### src/rtl/arcade_layer_mixer.sv
// arcade_layer_mixer
//   Video layer mixer for monochrome-era arcade cores. Each 1-bit layer picks an
//   RGB colour from a two-bank writable palette; active layers are summed with
//   per-component saturation, optionally inverted frame-wide, blanked, and
//   delivered with syncs/blanks delayed to match the two-stage RGB pipeline.
//
// Ports
//   clk_sys, reset          clock, synchronous active-high reset
//   ce_pix                  pixel enable (pipeline and frame logic)
//   layer_in[LAYERS]        layer-active bits
//   inv_req_in              inversion request for the next frame
//   hs_in/vs_in/hb_in/vb_in syncs and blanks from the core
//   color_mode              bank select, latched on vsync rise
//   pal_we/pal_bank/pal_addr/pal_din  palette write port ({R,G,B}), ignores ce_pix
//   r_out/g_out/b_out       mixed colour
//   hs_out/vs_out/hb_out/vb_out  delayed syncs/blanks
//   inv_active              inversion currently applied
module arcade_layer_mixer #(
  parameter int unsigned LAYERS      = 4,
  parameter int unsigned CW          = 4,
  parameter int unsigned HOLD_FRAMES = 1
) (
  input  logic                       clk_sys,
  input  logic                       reset,
  input  logic                       ce_pix,
  input  logic [LAYERS-1:0]          layer_in,
  input  logic                       inv_req_in,
  input  logic                       hs_in,
  input  logic                       vs_in,
  input  logic                       hb_in,
  input  logic                       vb_in,
  input  logic                       color_mode,
  input  logic                       pal_we,
  input  logic                       pal_bank,
  input  logic [$clog2(LAYERS)-1:0]  pal_addr,
  input  logic [3*CW-1:0]            pal_din,
  output logic [CW-1:0]              r_out,
  output logic [CW-1:0]              g_out,
  output logic [CW-1:0]              b_out,
  output logic                       hs_out,
  output logic                       vs_out,
  output logic                       hb_out,
  output logic                       vb_out,
  output logic                       inv_active
);

  localparam int unsigned AW  = $clog2(LAYERS);
  localparam int unsigned SW  = CW + AW + 1;
  localparam int unsigned HCW = $clog2(HOLD_FRAMES) + 1;

  localparam logic [CW-1:0]   CompRst  = CW'((2 ** (CW - 1)) - 1);
  localparam logic [CW-1:0]   CompMax  = '1;
  localparam logic [3*CW-1:0] PalRst   = {3{CompRst}};
  localparam logic [HCW-1:0]  HoldInit = HCW'(HOLD_FRAMES - 1);

  // Palette
  logic [3*CW-1:0] pal_q [2][LAYERS];

  always_ff @(posedge clk_sys) begin
    if (reset) begin
      for (int b = 0; b < 2; b++) begin
        for (int i = 0; i < int'(LAYERS); i++) begin
          pal_q[b][i] <= PalRst;
        end
      end
    end else if (pal_we && (32'(pal_addr) < LAYERS)) begin
      pal_q[pal_bank][pal_addr] <= pal_din;
    end
  end

  // Frame logic state
  logic           vs_d_q, vs_d_d;
  logic           cur_inv_q, cur_inv_d;
  logic           inv_q, inv_d;
  logic [HCW-1:0] hold_q, hold_d;
  logic           bank_sel_q, bank_sel_d;
  logic           vs_rise;

  always_comb begin
    vs_d_d     = vs_d_q;
    cur_inv_d  = cur_inv_q;
    inv_d      = inv_q;
    hold_d     = hold_q;
    bank_sel_d = bank_sel_q;
    vs_rise    = vs_in & ~vs_d_q;
    if (ce_pix) begin
      vs_d_d = vs_in;
      if (!vs_rise) begin
        cur_inv_d = cur_inv_q | inv_req_in;
      end else begin
        bank_sel_d = color_mode;
        // A request on the edge pixel belongs to the frame that is starting.
        cur_inv_d  = inv_req_in;
        if (cur_inv_q) begin
          inv_d  = 1'b1;
          hold_d = HoldInit;
        end else if (hold_q != '0) begin
          hold_d = hold_q - 1'b1;
          inv_d  = 1'b1;
        end else begin
          inv_d = 1'b0;
        end
      end
    end
  end

  always_ff @(posedge clk_sys) begin
    if (reset) begin
      vs_d_q     <= 1'b0;
      cur_inv_q  <= 1'b0;
      inv_q      <= 1'b0;
      hold_q     <= '0;
      bank_sel_q <= 1'b0;
    end else begin
      vs_d_q     <= vs_d_d;
      cur_inv_q  <= cur_inv_d;
      inv_q      <= inv_d;
      hold_q     <= hold_d;
      bank_sel_q <= bank_sel_d;
    end
  end

  // Stage 1: per-layer colour lookup plus syncs/blanks
  logic [3*CW-1:0] col_s1_q [LAYERS];
  logic [3*CW-1:0] col_s1_d [LAYERS];
  logic [3:0]      sync_s1_q;  // {hs, vs, hb, vb}

  always_comb begin
    for (int i = 0; i < int'(LAYERS); i++) begin
      col_s1_d[i] = layer_in[i] ? pal_q[bank_sel_q][i] : '0;
    end
  end

  // Stage 2: saturating sum, inversion, blanking
  logic [SW-1:0]   sum_c [3];
  logic [3*CW-1:0] rgb_s2_d;
  logic [3*CW-1:0] rgb_s2_q;
  logic [3:0]      sync_s2_q;
  logic            blank_s1;

  always_comb begin
    blank_s1 = sync_s1_q[1] | sync_s1_q[0];
    rgb_s2_d = '0;
    for (int c = 0; c < 3; c++) begin
      sum_c[c] = '0;
      for (int i = 0; i < int'(LAYERS); i++) begin
        sum_c[c] = sum_c[c] + SW'(col_s1_q[i][c*CW +: CW]);
      end
      rgb_s2_d[c*CW +: CW] = (sum_c[c] > SW'(CompMax)) ? CompMax : sum_c[c][CW-1:0];
      rgb_s2_d[c*CW +: CW] = rgb_s2_d[c*CW +: CW] ^ {CW{inv_q}};
      if (blank_s1) begin
        rgb_s2_d[c*CW +: CW] = '0;
      end
    end
  end

  always_ff @(posedge clk_sys) begin
    if (reset) begin
      for (int i = 0; i < int'(LAYERS); i++) begin
        col_s1_q[i] <= '0;
      end
      sync_s1_q <= '0;
      rgb_s2_q  <= '0;
      sync_s2_q <= '0;
    end else if (ce_pix) begin
      for (int i = 0; i < int'(LAYERS); i++) begin
        col_s1_q[i] <= col_s1_d[i];
      end
      sync_s1_q <= {hs_in, vs_in, hb_in, vb_in};
      rgb_s2_q  <= rgb_s2_d;
      sync_s2_q <= sync_s1_q;
    end
  end

  assign r_out      = rgb_s2_q[3*CW-1 -: CW];
  assign g_out      = rgb_s2_q[2*CW-1 -: CW];
  assign b_out      = rgb_s2_q[CW-1:0];
  assign hs_out     = sync_s2_q[3];
  assign vs_out     = sync_s2_q[2];
  assign hb_out     = sync_s2_q[1];
  assign vb_out     = sync_s2_q[0];
  assign inv_active = inv_q;

endmodule

### config.mk
export PLATFORM = sky130hd
export DESIGN_NAME = arcade_layer_mixer
export DESIGN_NICKNAME = d
export VERILOG_FILES = /design/src/rtl/arcade_layer_mixer.sv
export SDC_FILE = /design/constraint.sdc
export NUM_CORES = 1
export LEC_CHECK = 0
export ABC_AREA = 1
export CORE_ASPECT_RATIO = 2
export CORE_MARGIN = 2
export CORE_UTILIZATION = 55
export DETAILED_ROUTE_END_ITERATION = 6
export GPL_ROUTABILITY_DRIVEN = 0
export HOLD_SLACK_MARGIN = 0.02
export PLACE_DENSITY = 0.77
export SYNTH_ARGS = -nofsm -noshare
export SYNTH_HDL_FRONTEND = slang
export SYNTH_SLANG_ARGS = --single-unit
### constraint.sdc
create_clock -name clk_sys -period 8.2 [get_ports clk_sys]
set_input_delay 1.23 -clock clk_sys [delete_from_list [all_inputs] [get_ports clk_sys]]
set_output_delay 1.23 -clock clk_sys [all_outputs]
set_load 0.02 [all_outputs]
==> flow_summary.toml <==
[run_status]
status = "finished with violations"
violations = "DRC"

[setup_path]
crit_chain = "clkdlybuf4s50_1, nor2_1, clkinv_1, buf_4"
slowest_stage = "nor2_1"
required_ps = 8310
crit_arrival_ps = 3550
start_kind = "input port"
worstPathMaxFanout = 52
regToRegStartpoint = "col_s1_q[2][9]$_SDFFCE_PN0P_"
rrSetupSlack_ps = 5200
reg2reg_to = "rgb_s2_q[10]$_SDFFE_PP0P_"
rr_worst_depth = 14
cp-end-kind = "flop"
slowest_delay_ps = 950
criticalPathCategory = "input port to flop"

[cts]
cts_max_level = 4
cts_tree = "done"
cts_buffers = 17
clk_path_buf_depth = 2
clk_latency_ps = 430
clockRootBuffer = "clkbuf_16"
postCtsSetupBuffers = 0
cts_hold_buf = 0
cts.sink_count = 168
cts_resized = 0
clk_pin_slew_worst_paths_ps = 70

[synth]
synth_flop_cell = "edfxtp_1"
synth_top_family_by_area = "simple AND/OR/NAND/NOR gates"
synth_seq_cells = 168
synthXorXnorAreaFrac_pct = 0.338
synthesis.area_mm2 = 0.00778
syn_inst = 731
syn_nets = 799
synthAdderAreaFrac_pct = 8.59
ys_async_sr_fraction_pct = 0
yosys.area_share.simple_pct = 17.4
ys_types = 30
synth.area.mux_share_pct = 0
synth-compound-area-share_pct = 4.61
synth_edf_count = 144
synth_warnings = 0
syn_avg_cell_area_um2 = 10.6
seq_area_frac_synth_pct = 61.7

[final_layout]
drive_gt1_share_pct = 7.20
fin_nets = 847
diodes = 0
area_growth_pct = 15.1

[detailed_routing]
wl_per_cell_um = 17.5
dr.pass1.iters = 7
route.detailed.drc = 9
drt_wl_total_um = 17200
via_count = 5229
drtAntennaViolNets = 0
viasPerCell = 5.33
drt_iter0_drc = 304

[global_route]
grt_pass1_wl_um = 26800
grt.total_usage_pct = 24.5
grt_max_degree = 53
antenna_found_initial = 0
overflow = 0
grt_pass1_vias = 5293

[hold_path]
hp-start = "rgb_s2_q[8]$_SDFFE_PP0P_"
hp-class = "flop to flop"
holdPathEnd = "rgb_s2_q[8]$_SDFFE_PP0P_"
holdPathStages = 2

[job]
drv_cap = 0

[sta]
skew_ps = 11.1
rsz0062_at_grt = "no"
drv_slew = 0
worst_pin_slew_ps = 995
hold_viol = 0
period_needed_ps = 3440
timing.fmax_mhz = 291
relSlewSlack_pct = 33.4
fin_crit_sh_pct = 41.9
setup_viol = 0
fin_tns_setup_ps = 0

[pwr]
p_leak_uw = 0.00367
power_density_mw_per_mm2 = 236
ir_worst_vdd_v = 0.000161
total_power_uw = 2110

[die]
die_area_mm2 = 0.0152
fp-row-count = 61
die_height_um = 172
ios = 46
core_area_mm2 = 0.0139
die_x_um = 88.1
start_util_pct = 56.0

[placed_design]
post-dp-hpwl_um = 13200
placement.io_buffers = 45
==> sequential cells by signal, summed over array words and instances (netlist names), named ones only <==
register and cells:
col_s1_q 48, sync_s2_q 4, bank_sel_q 1, inv_active 1
cur_inv_q 1, sync_s1_q 4, rgb_s2_q 12, pal_q 96
==> placed cells by master, fill, tap and decap left out, types with 2 or more instances in the layout <==
| cell | instances |
|---|---|
| nor2_2 | 5 |
| inv_1 | 115 |
| o21a_1 | 2 |
| xnor2_1 | 3 |
| clkdlybuf4s50_1 | 45 |
| o21ai_0 | 11 |
| inv_8 | 4 |
| o21ai_1 | 2 |
| buf_4 | 4 |
| a21oi_1 | 51 |
| nand3_1 | 32 |
| nor2_8 | 4 |
| edfxtp_1 | 144 |
| clkbuf_16 | 17 |
| nand4_1 | 12 |
| clkinv_4 | 2 |
| fa_1 | 24 |
| inv_2 | 6 |
| nand2_2 | 3 |
| nor3_1 | 5 |
| ha_1 | 15 |
| nand2_1 | 211 |
| clkinvlp_4 | 4 |
| clkinv_1 | 2 |
| nor2_1 | 32 |
| nand3_2 | 2 |
| dfxtp_1 | 24 |
| inv_6 | 3 |
==> per-layer routing <==
| layer | global-route usage [%] | share of wire (%) |
|---|---|---|
| met5 | 0 | 0 |
| met2 | 45.0 | 57 |
| met3 | 4.34 | 3.4 |
| met1 | 23.5 | 32 |
| met4 | 17.8 | 7.3 |
==> power breakdown <==
group          switching, µW  internal, µW  total, µW
clock                    357           402        759
sequential              26.2           994       1020
combinational            208           124        332
total                    592          1520       2110
==> logic make-up (layout without fill, tap and decap cells) <==
family	after synthesis	after routing
simple gates	309	309
buf+inv	143	204
fa+ha+maj	39	39
flops	168	168
xor+xnor	3	3
compound gates	69	69
==> metrics by stage <==
step / instances / hold WS [ps] / cell area (µm²) / utilization (%) / setup slack [ps]
floorplan: 731 / 443 / 7780 / - / 5320
global placement: 949 / 437 / 8390 / 60.4 / 4350
detailed placement: 949 / 440 / 8390 / 60.4 / 4320
CTS: 981 / 456 / 8960 / 64.5 / 4760
global route: 981 / 473 / 8960 / 64.5 / 4570
finish: 981 / 452 / 8960 / 64.5 / 4760
==> worst max-delay path: cells and delay by family <==
| family | cells | cell delay [ps] |
|---|---|---|
| buffers and inverters | 3 | 1320 |
| AND/OR/NAND/NOR | 1 | 950 |
==> synthesized netlist by cell type, types with 11 or more instances <==
cell type | instances | area (µm²)
nor2_1 | 32 | 120
a21oi_1 | 51 | 255
buf_2 | 12 | 60.1
edfxtp_1 | 144 | 4320
ha_1 | 15 | 188
o21ai_0 | 11 | 55.1
nand2_1 | 211 | 792
nand3_1 | 32 | 160
inv_1 | 116 | 435
nand4_1 | 12 | 75.1
dfxtp_1 | 24 | 480
fa_1 | 24 | 480
==> worst max path at each step <==
stage | startpoint | end | cells past startpoint
3_3_place_gp | reset | col_s1_q[0][10]$_SDFFCE_PN0P_ | 4
5_1_grt | reset | sync_s1_q[1]$_SDFFE_PP0P_ | 5
3_5_place_dp | reset | col_s1_q[0][11]$_SDFFCE_PN0P_ | 4
6_report | reset | col_s1_q[0][3]$_SDFFCE_PN0P_ | 4
2_1_floorplan | reset | col_s1_q[0][0]$_SDFFCE_PN0P_ | 3
4_1_cts | reset | col_s1_q[0][11]$_SDFFCE_PN0P_ | 4
==> layout make-up <==
class	instances	area, µm²
Clock buffer	18	429
Clock inverter	14	135
Fill cell	1050	4930
Inverter	123	462
Multi-Input combinational cell	420	2410
Sequential cell	168	4800
Tap cell	189	236
Timing Repair Buffer	49	480
No activity file was read; power rests on OpenSTA's default activity.
